`src/rtl/interp_seq_pkg.sv`:
```
// Shared types and sizing helpers for the polyphase interpolator sequencer.
package interp_pkg;

    typedef enum logic [1:0] {
        IDLE  = 2'd0,
        RUN   = 2'd1,
        FLUSH = 2'd2,
        DRAIN = 2'd3
    } interp_seq_state_t;

    localparam int PHW_MIN = 1;

    // Zero samples needed after the last real sample to push it through every tap.
    function automatic int flush_count(input int ntaps, input int upfactor);
        return (ntaps / upfactor) - 1;
    endfunction

    function automatic int phase_width(input int upfactor);
        return (upfactor <= 2) ? PHW_MIN : $clog2(upfactor);
    endfunction

    function automatic int count_width(input int n);
        return (n < 1) ? 1 : $clog2(n + 1);
    endfunction

endpackage

```
`src/rtl/interp_seq_if.sv`:
```
// Sample stream into the sequencer and drive/tag signals toward the interpolator.
interface interp_seq_if #(
    parameter int IW  = 16,
    parameter int PHW = 3
);
    logic                  s_valid;
    logic                  s_ready;
    logic signed [IW-1:0]  s_data;
    logic                  s_last;
    logic                  o_ce;
    logic signed [IW-1:0]  o_sample;
    logic [PHW-1:0]        o_phase;
    logic                  m_valid;
    logic                  m_last;

    modport master (
        output s_valid, s_data, s_last,
        input  s_ready, o_ce, o_sample, o_phase, m_valid, m_last
    );

    modport slave (
        input  s_valid, s_data, s_last,
        output s_ready, o_ce, o_sample, o_phase, m_valid, m_last
    );
endinterface

```
`src/rtl/interp_seq_dly.sv`:
```
// Free-running shift register that realigns the valid/last tags with the datapath latency.
module interp_seq_dly #(
    parameter int DEPTH = 3
) (
    input  logic clk,
    input  logic rst_n,
    input  logic d_valid,
    input  logic d_last,
    output logic q_valid,
    output logic q_last
);
    logic [1:0] pipe [DEPTH];

    always_ff @(posedge clk or negedge rst_n) begin
        if (!rst_n) begin
            for (int i = 0; i < DEPTH; i++) begin
                pipe[i] <= '0;
            end
        end else begin
            pipe[0] <= {d_valid, d_last};
            for (int i = 1; i < DEPTH; i++) begin
                pipe[i] <= pipe[i-1];
            end
        end
    end

    assign q_valid = pipe[DEPTH-1][1];
    assign q_last  = pipe[DEPTH-1][0];
endmodule

```
`src/rtl/interp_seq.sv`:
```
// Polyphase interpolator sequencer: phases, FIR tail flush and output tagging.
// Optional INTERP_SEQ_UNDERRUN_CNT_EN adds a saturating underrun-stall counter port.
module interp_seq
    import interp_pkg::*;
#(
    parameter int UPFACTOR = 5,
    parameter int NTAPS    = 30,
    parameter int IW       = 16,
    parameter int LATENCY  = 3
) (
    input  logic        i_clk,
    input  logic        i_reset_n,
    input  logic        i_start,
    interp_seq_if.slave bus,
    output logic        o_busy,
    output logic        o_done
`ifdef INTERP_SEQ_UNDERRUN_CNT_EN
    ,
    output logic [15:0] o_underrun_cnt
`endif
);
    localparam int F   = flush_count(NTAPS, UPFACTOR);
    localparam int PHW = phase_width(UPFACTOR);
    localparam int FCW = count_width(F);
    localparam int DCW = count_width(LATENCY);
    localparam logic [PHW-1:0] LAST_PH = PHW'(UPFACTOR - 1);

    if ((NTAPS % UPFACTOR) != 0 || UPFACTOR < 2 || LATENCY < 1) begin : g_cfg_check
        $error("interp_seq: invalid UPFACTOR/NTAPS/LATENCY combination");
    end

    interp_seq_state_t    state, next;
    logic                 ce;
    logic signed [IW-1:0] sample;
    logic [PHW-1:0]       phase;
    logic [FCW-1:0]       flush_left;
    logic [DCW-1:0]       drain_cnt;
    logic                 done;
    logic                 ready, hs, phase_end, final_phase;

    assign ready       = (state == RUN) && (!ce || phase == LAST_PH);
    assign hs          = bus.s_valid && ready;
    assign phase_end   = ce && (phase == LAST_PH);
    assign final_phase = (state == FLUSH) && phase_end && (flush_left == '0);

    always_ff @(posedge i_clk or negedge i_reset_n) begin
        if (!i_reset_n) state <= IDLE;
        else            state <= next;
    end

    always_comb begin
        next = state;
        case (state)
            IDLE:    if (i_start) next = RUN;
            RUN:     if (hs && bus.s_last) next = FLUSH;
            FLUSH:   if (final_phase) next = DRAIN;
            DRAIN:   if (drain_cnt == DCW'(LATENCY - 1)) next = IDLE;
            default: next = IDLE;
        endcase
    end

    // FLUSH first finishes the last real sample's phases, then reloads zeros back to back.
    always_ff @(posedge i_clk or negedge i_reset_n) begin
        if (!i_reset_n) begin
            ce         <= 1'b0;
            sample     <= '0;
            phase      <= '0;
            flush_left <= '0;
            drain_cnt  <= '0;
            done       <= 1'b0;
        end else begin
            done <= 1'b0;
            case (state)
                RUN: begin
                    if (hs) begin
                        sample     <= bus.s_data;
                        ce         <= 1'b1;
                        phase      <= '0;
                        flush_left <= FCW'(F);
                    end else if (phase_end) begin
                        ce <= 1'b0;
                    end else if (ce) begin
                        phase <= phase + PHW'(1);
                    end
                end
                FLUSH: begin
                    if (phase_end) begin
                        if (flush_left == '0) begin
                            ce <= 1'b0;
                        end else begin
                            sample     <= '0;
                            phase      <= '0;
                            flush_left <= flush_left - FCW'(1);
                        end
                    end else if (ce) begin
                        phase <= phase + PHW'(1);
                    end
                end
                DRAIN: begin
                    if (drain_cnt == DCW'(LATENCY - 1)) begin
                        drain_cnt <= '0;
                        done      <= 1'b1;
                    end else begin
                        drain_cnt <= drain_cnt + DCW'(1);
                    end
                end
                default: ce <= 1'b0;
            endcase
        end
    end

`ifdef INTERP_SEQ_UNDERRUN_CNT_EN
    logic        started;
    logic [15:0] urun;

    // Idle cycles before the first sample of a frame are not underruns.
    always_ff @(posedge i_clk or negedge i_reset_n) begin
        if (!i_reset_n) begin
            started <= 1'b0;
            urun    <= '0;
        end else if (state == IDLE && i_start) begin
            started <= 1'b0;
            urun    <= '0;
        end else begin
            if (hs) started <= 1'b1;
            if (state == RUN && !ce && started && urun != 16'hFFFF) urun <= urun + 16'd1;
        end
    end

    assign o_underrun_cnt = urun;
`endif

    interp_seq_dly #(.DEPTH(LATENCY)) u_dly (
        .clk     (i_clk),
        .rst_n   (i_reset_n),
        .d_valid (ce),
        .d_last  (final_phase),
        .q_valid (bus.m_valid),
        .q_last  (bus.m_last)
    );

    assign bus.s_ready  = ready;
    assign bus.o_ce     = ce;
    assign bus.o_sample = sample;
    assign bus.o_phase  = phase;
    assign o_busy       = (state != IDLE);
    assign o_done       = done;
endmodule

```
`src/flat_wrapper.sv`:
```
// flat-port wrapper written by rule: the top's interface ports become plain ports
module interp_seq_flat import interp_pkg::*;
#(
    parameter int UPFACTOR = 5,
    parameter int NTAPS    = 30,
    parameter int IW       = 16,
    parameter int LATENCY  = 3
)
  (i_clk, i_reset_n, i_start, o_busy, o_done, bus_s_valid, bus_s_data, bus_s_last, bus_s_ready, bus_o_ce, bus_o_sample, bus_o_phase, bus_m_valid, bus_m_last);
  interp_seq_if #(.IW(IW), .PHW(3)) bus_i ();
  input  logic i_clk;
  input  logic i_reset_n;
  input  logic i_start;
  output logic o_busy;
  output logic o_done;
  input wire logic [$bits(bus_i.s_valid)-1:0] bus_s_valid;
  input wire logic [$bits(bus_i.s_data)-1:0] bus_s_data;
  input wire logic [$bits(bus_i.s_last)-1:0] bus_s_last;
  output wire logic [$bits(bus_i.s_ready)-1:0] bus_s_ready;
  output wire logic [$bits(bus_i.o_ce)-1:0] bus_o_ce;
  output wire logic [$bits(bus_i.o_sample)-1:0] bus_o_sample;
  output wire logic [$bits(bus_i.o_phase)-1:0] bus_o_phase;
  output wire logic [$bits(bus_i.m_valid)-1:0] bus_m_valid;
  output wire logic [$bits(bus_i.m_last)-1:0] bus_m_last;
  assign bus_i.s_valid = bus_s_valid;
  assign bus_i.s_data = bus_s_data;
  assign bus_i.s_last = bus_s_last;
  assign bus_s_ready = bus_i.s_ready;
  assign bus_o_ce = bus_i.o_ce;
  assign bus_o_sample = bus_i.o_sample;
  assign bus_o_phase = bus_i.o_phase;
  assign bus_m_valid = bus_i.m_valid;
  assign bus_m_last = bus_i.m_last;
  interp_seq #(.UPFACTOR(UPFACTOR), .NTAPS(NTAPS), .IW(IW), .LATENCY(LATENCY)) u_core (.i_clk(i_clk), .i_reset_n(i_reset_n), .i_start(i_start), .bus(bus_i), .o_busy(o_busy), .o_done(o_done));
endmodule
```
`config.mk`:
```
export PLATFORM = sky130hd
export DESIGN_NAME = interp_seq_flat
export DESIGN_NICKNAME = d
export VERILOG_FILES = /design/src/rtl/interp_seq_pkg.sv /design/src/rtl/interp_seq_if.sv /design/src/rtl/interp_seq_dly.sv /design/src/rtl/interp_seq.sv /design/src/flat_wrapper.sv
export SDC_FILE = /design/constraint.sdc
export NUM_CORES = 1
export LEC_CHECK = 0
export CAP_MARGIN = 25
export CORE_MARGIN = 10
export CORE_UTILIZATION = 50
export DETAILED_ROUTE_END_ITERATION = 10
export GPL_ROUTABILITY_DRIVEN = 1
export GPL_TIMING_DRIVEN = 0
export PLACE_DENSITY = 0.81
export REMOVE_ABC_BUFFERS = 1
export SLEW_MARGIN = 40
export SYNTH_ARGS = -nofsm -noshare
export SYNTH_HDL_FRONTEND = slang
export SYNTH_HIERARCHICAL = 1
export SYNTH_SLANG_ARGS = --single-unit
```
`constraint.sdc`:
```
create_clock -name i_clk -period 5.2 [get_ports i_clk]
set_clock_uncertainty 0.2 [all_clocks]
set_input_delay 1.04 -clock i_clk [delete_from_list [all_inputs] [get_ports i_clk]]
set_output_delay 1.04 -clock i_clk [all_outputs]
set_load 0.01 [all_outputs]
```
## After elaboration in Yosys (flattened, before gate mapping)

Index checks and enable logic that the tools add are counted.

| storage, ports and cells | value |
|---|---|
| word-level logic and storage cells | 73 |
| bits in registers | 34 |
| output and inout port bits | 25 |
| input bits | 21 |

| cells by class | value |
|---|---|
| bitwise gates (word level) | 1 |
| reduce and logical (&&, ||, !) cells | 16 |
| $add $sub $neg | 3 |
| eq/ne operators | 16 |
| mux-type cells | 27 |

Operators with widths:

| cell | number |
|---|---|
| 2-to-1 mux 16 bit | 3 |
| case mux 16 bit (2 select lines) | 1 |
| 2-to-1 mux 3 bit | 8 |
| case mux 3 bit (2 select lines) | 2 |
| AND reduction 4 bit | 3 |
| 2-to-1 mux 2 bit | 5 |
| != test 2 bit, second input constant | 5 |
| case mux 2 bit (4 select lines) | 1 |
| equality test 2 bit, second input constant | 3 |
| logical AND 1 bit | 6 |
| 2-to-1 mux 1 bit | 6 |
| != test 2 x 1 -> 1 bit, second input constant | 3 |
| nonzero test 2 bit | 2 |
| adder 3 x 1 -> 3 bit, second input constant | 1 |
| equality test 3 bit, second input constant | 1 |
| zero test 3 bit | 1 |
| != test 3 x 1 -> 1 bit, second input constant | 1 |
| != test 3 x 2 -> 1 bit, second input constant | 1 |
| != test 3 bit, second input constant | 1 |
| case mux 1 bit (3 select lines) | 1 |
| AND reduction 3 bit | 1 |
| subtractor 3 x 1 -> 3 bit, second input constant | 1 |
| adder 2 x 1 -> 2 bit, second input constant | 1 |
| equality test 2 x 1 -> 1 bit, second input constant | 1 |
| other kinds (4) | 4 |

## Depth between registers and ports, before layout

Gate-level depths: netlist (run 1).

| depth | value |
|---|---|
| word-level depth | 7 |
| mapped depth | 9 |
| mapped depth without buffers | 6 |

## Hierarchy

Netlist (run 1), hierarchy kept.

By module, submodules not included:

| module | area an instance (um^2) | sequential area each (um^2) | times used | cells an instance |
|---|---|---|---|---|
| interp_seq | 1456.4 | 700.7 | 1 | 120 |
| interp_seq_dly | 150.1 | 150.1 | 1 | 6 |

## Worst setup path before layout (run 1)

OpenSTA, ideal clock, no wires.

| timing path | value |
|---|---|
| path type | register to output |
| start | reg u_core.phase[0], in the netlist u_core/bus.o_phase[0] |
| end | out bus_s_ready |
| data required time | 3.960 ns |
| slack | 2.759 ns |
| path buffers | 0 |
| cell stages (with the launch flop) | 5 |
| arrival | 1.201 ns |
| path through | dfrtp_1 > inv_1 > ha_1 > nand2_1 > a21boi_0 |

| between the ends | value |
|---|---|
| cells in the longest elaborated chain, start to end | 3 |

RTL lines:

| element | RTL line | text |
|---|---|---|
| start, declared | interp_seq.sv:35 | `logic [PHW-1:0] phase;` |
| start signal, assigned | interp_seq.sv:83 | `phase <= phase + PHW'(1);` |
| start signal, assigned | interp_seq.sv:96 | `phase <= phase + PHW'(1);` |
| equality test 3 bit | interp_seq.sv:41 | `assign ready = (state == RUN) && (!ce \|\| phase == LAST_PH);` |
| logical OR 1 bit | interp_seq.sv:41 |  |
| logical AND 1 bit | interp_seq.sv:41 |  |
| end, declared | flat_wrapper.sv:19 | `output wire logic [$bits(bus_i.s_ready)-1:0] bus_s_ready;` |

No other way between the ends.

## Worst setup path in the final report (run 1)

| timing path | value |
|---|---|
| start | reg u_core.state[1] |
| end | out bus_s_ready |

| between the ends | value |
|---|---|
| cells in the longest elaborated chain, start to end | 2 |

RTL lines:

| element | RTL line | text |
|---|---|---|
| start, declared | interp_seq.sv:32 | `interp_seq_state_t state, next;` |
| start signal, assigned | interp_seq.sv:48 | `else state <= next;` |
| equality test 2 x 1 -> 1 bit | interp_seq.sv:41 |  |
| logical AND 1 bit | interp_seq.sv:41 |  |

No other way between the ends.

==> run_results.csv, run 1 <==
group,metric,value,unit
global_routing,grt_busiest_layer,"met2",
final_layout,final_area,0.00214,sq mm
floorplanning,die_area,0.00588,sq mm
yosys,yosysWarnings,6,
power,pwr-share-seq,0.352,
hold_path,whs_path_depth,0,
power,p_sw_frac,0.379,
clock_network,insertion_delay,0.35,ns
detailed_routing,routedWlPerCell,17.9,um
yosys,synth.area.top_cells,"dfrtp_1 53%, ha_1 7.0%, a22o_1 5.5%, a22o_2 3.7%, mux2i_1 3.1%",
clock_network,post_cts_buffers,0,
worst_setup_path,cp.required,3.96,ns
worst_setup_path,crit_type,"flop to primary output",
worst_setup_path,reg2reg_slack,2.79,ns
worst_setup_path,arrival,2.07,ns
sta,slew_viol_final,0,
yosys,synth_cell_types,40,
global_routing,use_met1,0.148,
worst_setup_path,reg2regPathDepth,6,
floorplanning,row_count,20,
detailed_routing,vias,1172,
clock_network,cts_sinks,34,
worst_setup_path,timing.rr.end,"u_core/bus.o_sample[5]",
clock_network,ctsHoldBuffers,0,
power,ir_drop,0.000318,V
global_routing,grt_usage,0.137,
worst_setup_path,cp_max_fo,10,
floorplanning,boundaryPins,46,
sta,period_minus_slack,3.31,ns
global_routing,grt_util_met2,0.230,
hold_path,hold_start,"u_core/u_dly/pipe[3]",
yosys,async_flop_share,1.00,
yosys,yosysSeqAreaShare,0.530,
clock_network,cts_buffers,5,
sta,slew_headroom,0.592,
power,leakage,0.000982,uW
hold_path,hold_end,"u_core/u_dly/q_valid",
placement,io_buffers,45,
floorplanning,die_h,76.7,um
floorplanning,core,0.00305,sq mm
global_routing,first_global_vias,1249,
sta,min_period_over_period,0.636,
yosys,synth-edff-count,0,
hold_path,hp-class,"flop to flop",
global_routing,globalRouteMet3Util,0.0653,
final_layout,diodes,0,
sta,whs,0.158,ns
worst_setup_path,cp-end-kind,"primary output",
clock_network,cts_root_buf,"clkbuf_4",
yosys,netlist_area,0.00161,sq mm
worst_setup_path,worstReg2RegStart,"u_core/state[1]",
yosys,yosysTopAreaCell,"dfrtp_1",
detailed_routing,drc,0,
detailed_routing,firstDrtPassIters,4,
placement,post_dp_cell_area,0.00208,sq mm
detailed_routing,final_antenna_net_count,0,
floorplanning,die_w,76.7,um
worst_setup_path,crit_slowest_cell,"clkdlybuf4s50_1",
yosys,avgSynthCellArea,12.8,sq um
power,pwr_density_cell,596,mW/mm^2
power,p_int,794,uW
global_routing,gr-total-overflow,0,
worst_setup_path,critPathMaxStageDelay,0.56,ns
final_layout,fillers,233,
power,power_switching,483,uW
clock_network,max-clock-path-buffers,2,
global_routing,grt_pass1_wl,6460,um
placement,dp_hpwl,2980,um
power,comb_power_share,0.526,
sta,fmax,302,MHz
floorplanning,initial_utilization,0.526,
yosys,synth_top_area_share,0.530,
worst_setup_path,crit_chain,"inv_1 -> ha_1 -> a21boi_0 -> clkdlybuf4s50_1",
clock_network,cts.clk_slew.worst_paths,0.11,ns
final_layout,nets,204,
sta,worst_slew_pin_slew,0.612,ns
yosys,ys_seq_elements,34,
flow_run,maxCapViolations,0,
yosys,synthFlopType,"dfrtp_1",
detailed_routing,via_per_inst,5.35,
sta,hold_viol_final,0,
final_layout,drive_gt1_frac,0.131,
final_layout,synthToLayoutAreaGrowth,33.3,%
sta,finalSetupViolations,0,
power,clkPwrFrac,0.122,
clock_network,cts_tree,"built",
detailed_routing,wl,3920,um
clock_network,h-tree-depth,2,
worst_setup_path,worstSetupStartpoint,"u_core/state[1]",
detailed_routing,dr.first_iter.drc_count,71,
sta,timing.setup.tns,0,ns
clock_network,cts_resized,0,
global_routing,grt_max_degree,25,
final_layout,final_util,0.702,
placement,gp_congestion,0.765,
yosys,synth_cells,126,
worst_setup_path,start_kind,"flop",
global_routing,antenna_found_initial,0,
sta,rsz0062_at_grt,"false",
status,status,"completed",
[state kept, by name (all words and copies together) (netlist names)]
register / cells
u_core/bus.o_phase: 3
u_core/bus.o_ce: 1
u_core/o_done: 1
u_core/u_dly/q_last: 1
u_core/drain_cnt: 2
u_core/bus.o_sample: 16
u_core/u_dly/q_valid: 1
u_core/state: 2
u_core/flush_left: 3
u_core/u_dly/pipe: 4
[layout make-up]
cell class	instances	area, sq um	area share
clock buffers	7	55.1	0.0257
clock inverters	1	5.00	0.00234
inverters	13	48.8	0.0228
multi-input cells	74	654	0.305
flip-flops and latches	34	851	0.397
well taps	44	55.1	0.0257
repair buffers	46	473	0.221
[metal layers]
| metal | vias up | part of all wire |
|---|---|---|
| li1 | 548 | - |
| met2 | 45 | 0.49 |
| met1 | 573 | 0.41 |
| met4 | 0 | 0.011 |
| met5 | - | 0 |
| met3 | 6 | 0.082 |
[synth_stat cells, drive strengths merged (3+ instances only)]
cell type  instances
buf                5
nand2              5
dfrtp             34
mux2i              5
o21ai              3
ha                 9
nand2b             3
a22o              17
nor2               4
inv               13
[cells by family after synthesis]
kind of cell               count (synthesis)  share of synthesized area
AOI/OAI and AO/OA                         37                      0.210
buffers and inverters                     18                     0.0631
muxes                                      6                     0.0382
and+or+nand+nor                           22                     0.0896
adders and majority gates                  9                     0.0701
DFF                                       34                      0.530
[placed cells by master, fill, tap and decap left out, types with 2 or more instances in the layout]
cell type and count:
o21a_1 2, dfrtp_1 34, nand2_1 5, o21ai_0 2, o22ai_1 2, inv_1 13
a21oi_1 2, clkdlybuf4s50_1 44, a22o_1 10, clkbuf_4 5, ha_1 9, a22o_2 6
mux2i_1 5, nand2b_1 3, nor2_1 4
[worst max-delay path by stage]
stage	to	depth (start not counted)
6_report	bus_s_ready	4
5_1_grt	bus_s_ready	4
4_1_cts	bus_s_ready	5
3_5_place_dp	u_core/bus.o_sample[5]	5
3_3_place_gp	u_core/bus.o_sample[2]	5
2_1_floorplan	bus_s_ready	4
[metrics by stage]
step	cells	power, uW	worst slack (ns)
after global placement	210	1080	2.17
after floorplan	121	837	2.76
after CTS	219	1290	1.86
after global routing	219	1370	1.75
final	219	1280	1.89
after detailed placement	211	1130	2.09
[power groups by stage]
stage / registers [uW] / clock network, uW / logic (uW)
floorplan: 479 / 0 / 358
detailed placement: 456 / 0 / 675
CTS: 450 / 162 / 680
global placement: 444 / 0 / 641
finish: 449 / 156 / 672
global route: 464 / 174 / 728
[worst max-delay path, delay by kind of cell, from the launching register on]
family	cells	cell delay (ns)
compound gates	1	0.23
fa+ha+maj	1	0.39
buf+inv	2	0.67
flops	1	0.43
(Power assumes the default switching activity.)
==> inputs of run 2 (changes only) <==
--- a/config.mk
+++ b/config.mk
@@ -7,11 +7,11 @@
 export LEC_CHECK = 0
 export CAP_MARGIN = 25
 export CORE_MARGIN = 10
-export CORE_UTILIZATION = 50
+export CORE_UTILIZATION = 42
 export DETAILED_ROUTE_END_ITERATION = 10
 export GPL_ROUTABILITY_DRIVEN = 1
 export GPL_TIMING_DRIVEN = 0
-export PLACE_DENSITY = 0.81
+export PLACE_DENSITY = 0.73
 export REMOVE_ABC_BUFFERS = 1
 export SLEW_MARGIN = 40
 export SYNTH_ARGS = -nofsm -noshare
==> constraint.sdc (replaced) <==
create_clock -name i_clk -period 2.9 [get_ports i_clk]
set_clock_uncertainty 0.2 [all_clocks]
set_input_delay 0.58 -clock i_clk [delete_from_list [all_inputs] [get_ports i_clk]]
set_output_delay 0.58 -clock i_clk [all_outputs]
set_load 0.01 [all_outputs]
==> run_results.csv, run 2 (synthesis gave the netlist of run 1 again) <==
group,metric,value,unit
power,p_sw_frac,0.365,
floorplanning,boundaryPins,46,
worst_setup_path,arrival,1.93,ns
sta,slew_viol_final,0,
clock_network,cts_tree,"built",
floorplanning,core,0.00369,sq mm
global_routing,gr-total-overflow,0,
final_layout,final_common_cell,"clkdlybuf4s50_1",
detailed_routing,final_antenna_net_count,0,
worst_setup_path,start_kind,"flop",
detailed_routing,via_per_inst,5.26,
worst_setup_path,critPathMaxStageDelay,0.56,ns
global_routing,antenna_found_initial,0,
clock_network,cts.clk_slew.worst_paths,0.07,ns
sta,min_period_over_period,0.933,
detailed_routing,routedWlPerCell,16.7,um
detailed_routing,firstDrtPassIters,4,
final_layout,nets,204,
sta,rsz0062_at_grt,"false",
final_layout,drive_gt1_frac,0.137,
final_layout,fillers,316,
floorplanning,die_h,81.8,um
clock_network,cts_buffers,5,
status,status,"finished with violations",
global_routing,grt_max_degree,22,
global_routing,first_global_vias,1292,
clock_network,ctsHoldBuffers,0,
detailed_routing,wl,3720,um
worst_setup_path,cp.required,2.12,ns
worst_setup_path,worstSetupStartpoint,"u_core/bus.o_phase[0]",
sta,finalSetupViolations,0,
floorplanning,die_area,0.00670,sq mm
sta,whs,-0.00229,ns
hold_path,hp-class,"input port to asynchronous set/reset pin",
worst_setup_path,crit_type,"flop to primary output",
power,clkPwrFrac,0.150,
power,leakage,0.000994,uW
floorplanning,die_w,81.8,um
clock_network,cts_sinks,34,
placement,gp_congestion,0.762,
worst_setup_path,cp-end-kind,"primary output",
placement,dp_cells,215,
sta,worst_slack,0.193,ns
global_routing,grt_pass1_wl,6160,um
power,comb_power_share,0.510,
final_layout,diodes,0,
detailed_routing,vias,1172,
status,failed_checks,"hold timing",
placement,io_buffers,45,
sta,fmax,369,MHz
sta,timing.setup.tns,0,ns
power,power_switching,865,uW
sta,worst_slew_pin_slew,0.591,ns
final_layout,largest_reg_flops,16,
power,pwr-share-seq,0.340,
clock_network,h-tree-depth,2,
clock_network,insertion_delay,0.29,ns
final_layout,synthToLayoutAreaGrowth,35.7,%
floorplanning,row_count,22,
sta,slew_headroom,0.606,
clock_network,max-clock-path-buffers,2,
global_routing,grt_usage,0.117,
final_layout,final_util,0.591,
worst_setup_path,crit_chain,"inv_1 -> ha_1 -> nand2_1 -> a21boi_1 -> clkdlybuf4s50_1",
floorplanning,initial_utilization,0.436,
power,ir_drop,0.000471,V
placement,dp_hpwl,2860,um
flow_run,maxCapViolations,0,
placement,place_ws,0.267,ns
clock_network,cts_root_buf,"clkbuf_8",
sta,period_minus_slack,2.71,ns
detailed_routing,drc,0,
final_layout,layout_common_cells,"44 x clkdlybuf4s50_1, 34 x dfrtp_1, 13 x inv_1, 10 x a22o_1, 8 x ha_1",
clock_network,post_cts_buffers,0,
power,pwr_density_cell,1090,mW/mm^2
sta,hold_viol_final,8,
power,p_int,1500,uW
worst_setup_path,worstReg2RegStart,"u_core/bus.o_phase[0]",
final_layout,final_cells,223,
detailed_routing,dr.first_iter.drc_count,54,
worst_setup_path,crit_slowest_cell,"clkdlybuf4s50_1",
worst_setup_path,cp_max_fo,5,
run 2: metal layers:
metal / vias up / track usage / routed length, um
li1: 544 / - / -
met1: 572 / 0.144 / 1680
met2: 50 / 0.186 / 1680
met3: 6 / 0.0426 / 320
met4: 0 / 0.0391 / 44
met5: - / 0 / 0
run 2: final cells by class:
type / instances / area [sq um] / share of cell area
Sequential cell: 34 / 851 / 0.390
Multi-Input combinational cell: 74 / 657 / 0.301
Timing Repair Buffer: 46 / 473 / 0.217
Clock buffer: 7 / 86.3 / 0.0396
Tap cell: 48 / 60.1 / 0.0275
Inverter: 13 / 48.8 / 0.0224
Clock inverter: 1 / 5.00 / 0.00229
run 2: final timing paths:
| path | slack [ns] | end | depth (start not counted) |
|---|---|---|---|
| hold / removal | -0.002 | u_core/drain_cnt[0] | 1 |
| setup reg to reg | 0.63 | u_core/bus.o_sample[5] | 6 |
| hold reg to reg | 0.15 | u_core/u_dly/q_last | 0 |
| min in group i_clk | 0.15 | u_core/u_dly/q_last | 0 |
| max in group asynchronous | 2.08 | u_core/flush_left[2] | 2 |
| setup / recovery | 0.19 | bus_s_ready | 5 |
run 2: metrics by stage:
stage | power [uW] | instance area [sq um] | hold WS [ns]
floorplan | 1500 | 1550 | 0.0844
global placement | 1940 | 2060 | 0.135
detailed placement | 2010 | 2090 | 0.135
CTS | 2380 | 2180 | 0.00367
global route | 2540 | 2180 | 0.0166
finish | 2370 | 2180 | -0.00229
run 2: timing repair:
action / CTS / global route
setup endpoints to repair: 0 / 1
hold endpoints to repair: 0 / 0
resized for setup: 0 / 2
run 2: worst max-delay path: cells and delay by family, from the launching register on:
family | cells | cell delay [ns]
AOI/OAI and AO/OA | 1 | 0.18
buffers and inverters | 2 | 0.66
DFF | 1 | 0.40
and+or+nand+nor | 1 | 0.19
adders and majority gates | 1 | 0.22
run 2: power groups by stage:
stage / combinational [uW] / sequential [uW] / clock (uW)
3_5_place_dp: 1200 / 813 / 0
5_1_grt: 1320 / 831 / 388
2_1_floorplan: 641 / 859 / 0
4_1_cts: 1210 / 803 / 366
6_report: 1210 / 804 / 356
3_3_place_gp: 1150 / 795 / 0
==> inputs of run 3 (changes only) <==
--- a/config.mk
+++ b/config.mk
@@ -6,13 +6,13 @@
 export NUM_CORES = 1
 export LEC_CHECK = 0
 export CAP_MARGIN = 25
-export CORE_MARGIN = 10
 export CORE_UTILIZATION = 42
 export DETAILED_ROUTE_END_ITERATION = 10
 export GPL_ROUTABILITY_DRIVEN = 1
 export GPL_TIMING_DRIVEN = 0
 export PLACE_DENSITY = 0.73
 export REMOVE_ABC_BUFFERS = 1
+export SKIP_CTS_REPAIR_TIMING = 1
 export SLEW_MARGIN = 40
 export SYNTH_ARGS = -nofsm -noshare
 export SYNTH_HDL_FRONTEND = slang
==> run_results.csv, run 3 (synthesis gave the netlist of run 1 again) <==
group,metric,value,unit
sta,finalSetupViolations,0,
worst_setup_path,cp.required,2.12,ns
placement,gp_congestion,0.755,
placement,io_buffers,45,
sta,hold_viol_final,0,
global_routing,grt_usage,0.178,
detailed_routing,via_per_inst,5.07,
floorplanning,row_count,22,
detailed_routing,dr.first_iter.drc_count,44,
status,status,"completed",
power,ir_drop,0.000566,V
floorplanning,initial_utilization,0.439,
worst_setup_path,cp-end-kind,"primary output",
worst_setup_path,crit_chain,"inv_1 -> ha_1 -> nand2_1 -> a21boi_0 -> clkdlybuf4s50_1",
final_layout,drive_gt1_frac,0.137,
detailed_routing,drc,0,
global_routing,grt_max_degree,19,
detailed_routing,final_antenna_net_count,0,
sta,worst_slew_pin_slew,0.613,ns
clock_network,cts.clk_slew.worst_paths,0.06,ns
worst_setup_path,start_kind,"flop",
sta,timing.setup.tns,0,ns
detailed_routing,firstDrtPassIters,4,
sta,min_period_over_period,0.942,
final_layout,regArea,851,sq um
clock_network,cts_root_buf,"clkbuf_8",
global_routing,grt_pass1_wl,5540,um
detailed_routing,vias,1131,
global_routing,gr-total-overflow,0,
sta,whs,0.0381,ns
final_layout,nets,204,
clock_network,h-tree-depth,2,
detailed_routing,routedWlPerCell,14.1,um
worst_setup_path,arrival,1.95,ns
sta,slew_viol_final,0,
final_layout,layout_common_cells,"44 x clkdlybuf4s50_1, 34 x dfrtp_1, 13 x inv_1, 10 x a22o_1, 8 x ha_1",
sta,slew_headroom,0.591,
sta,period_minus_slack,2.73,ns
worst_setup_path,critPathMaxStageDelay,0.56,ns
clock_network,cts_tree,"built",
final_layout,final_common_cell,"clkdlybuf4s50_1",
final_layout,fillers,274,
power,leakage,0.000993,uW
clock_network,cts_sinks,34,
floorplanning,core,0.00366,sq mm
worst_setup_path,cp_max_fo,5,
hold_path,hp-class,"input port to asynchronous set/reset pin",
clock_network,cts_buffers,5,
power,pwr_density_cell,1070,mW/mm^2
power,finalPower,2340,uW
floorplanning,die_w,63.8,um
final_layout,multi_input_area,657,sq um
worst_setup_path,crit_type,"flop to primary output",
sta,fmax,366,MHz
global_routing,first_global_vias,1182,
final_layout,synthToLayoutAreaGrowth,35.7,%
placement,dp_hpwl,2370,um
flow_run,maxCapViolations,0,
floorplanning,die_area,0.00408,sq mm
clock_network,max-clock-path-buffers,2,
floorplanning,die_h,63.8,um
floorplanning,boundaryPins,46,
global_routing,antenna_found_initial,0,
final_layout,diodes,0,
clock_network,insertion_delay,0.28,ns
final_layout,largest_reg_flops,16,
worst_setup_path,crit_slowest_cell,"clkdlybuf4s50_1",
detailed_routing,wl,3140,um
sta,rsz0062_at_grt,"false",
==> run 3: final cells by class <==
type | count | share of cell area
Sequential cell | 34 | 0.390
Multi-Input combinational cell | 74 | 0.301
Timing Repair Buffer | 46 | 0.217
Clock buffer | 7 | 0.0396
Tap cell | 48 | 0.0275
Inverter | 13 | 0.0224
Clock inverter | 1 | 0.00229
==> run 3: where the power goes <==
part	internal [uW]	switching, uW	total (uW)
Clock	191	152	343
Sequential	671	135	806
Combinational	638	550	1190
==> run 3: per-layer routing <==
metal	part of all wire	up-vias	routed length, um	GRT usage
met5	0	-	0	0
met4	0.015	0	48	0.0682
met3	0.080	6	251	0.0607
met2	0.47	48	1470	0.291
met1	0.44	527	1370	0.216
li1	-	550	-	-
==> run 3: through the flow <==
stage	instance area, sq um	cells	setup slack (ns)	utilization
4_1_cts	2180	223	0.112	0.595
3_3_place_gp	2060	214	0.317	0.564
3_5_place_dp	2090	215	0.275	0.570
6_report	2180	223	0.170	0.596
5_1_grt	2180	223	0.0367	0.596
2_1_floorplan	1550	121	0.893	-
==> run 3: critical path, delay by kind of cell, from the launching register on <==
family / cells / cell delay, ns
AOI/OAI and AO/OA: 1 / 0.22
buffers and inverters: 2 / 0.66
and+or+nand+nor: 1 / 0.17
DFF: 1 / 0.41
adders and majority gates: 1 / 0.22
==> run 3: worst paths after layout <==
check	start	endpoint	slack, ns	cells past startpoint
worst max register to register	u_core/state[1]	u_core/bus.o_sample[3]	0.63	6
worst min register to register	u_core/u_dly/pipe[2]	u_core/u_dly/q_last	0.15	0
worst max-delay path	u_core/bus.o_phase[0]	bus_s_ready	0.17	5
max in group asynchronous	i_reset_n	u_core/bus.o_sample[14]	2.04	2
worst min-delay path	i_reset_n	u_core/bus.o_sample[10]	0.04	1
min in group i_clk	u_core/u_dly/pipe[2]	u_core/u_dly/q_last	0.15	0
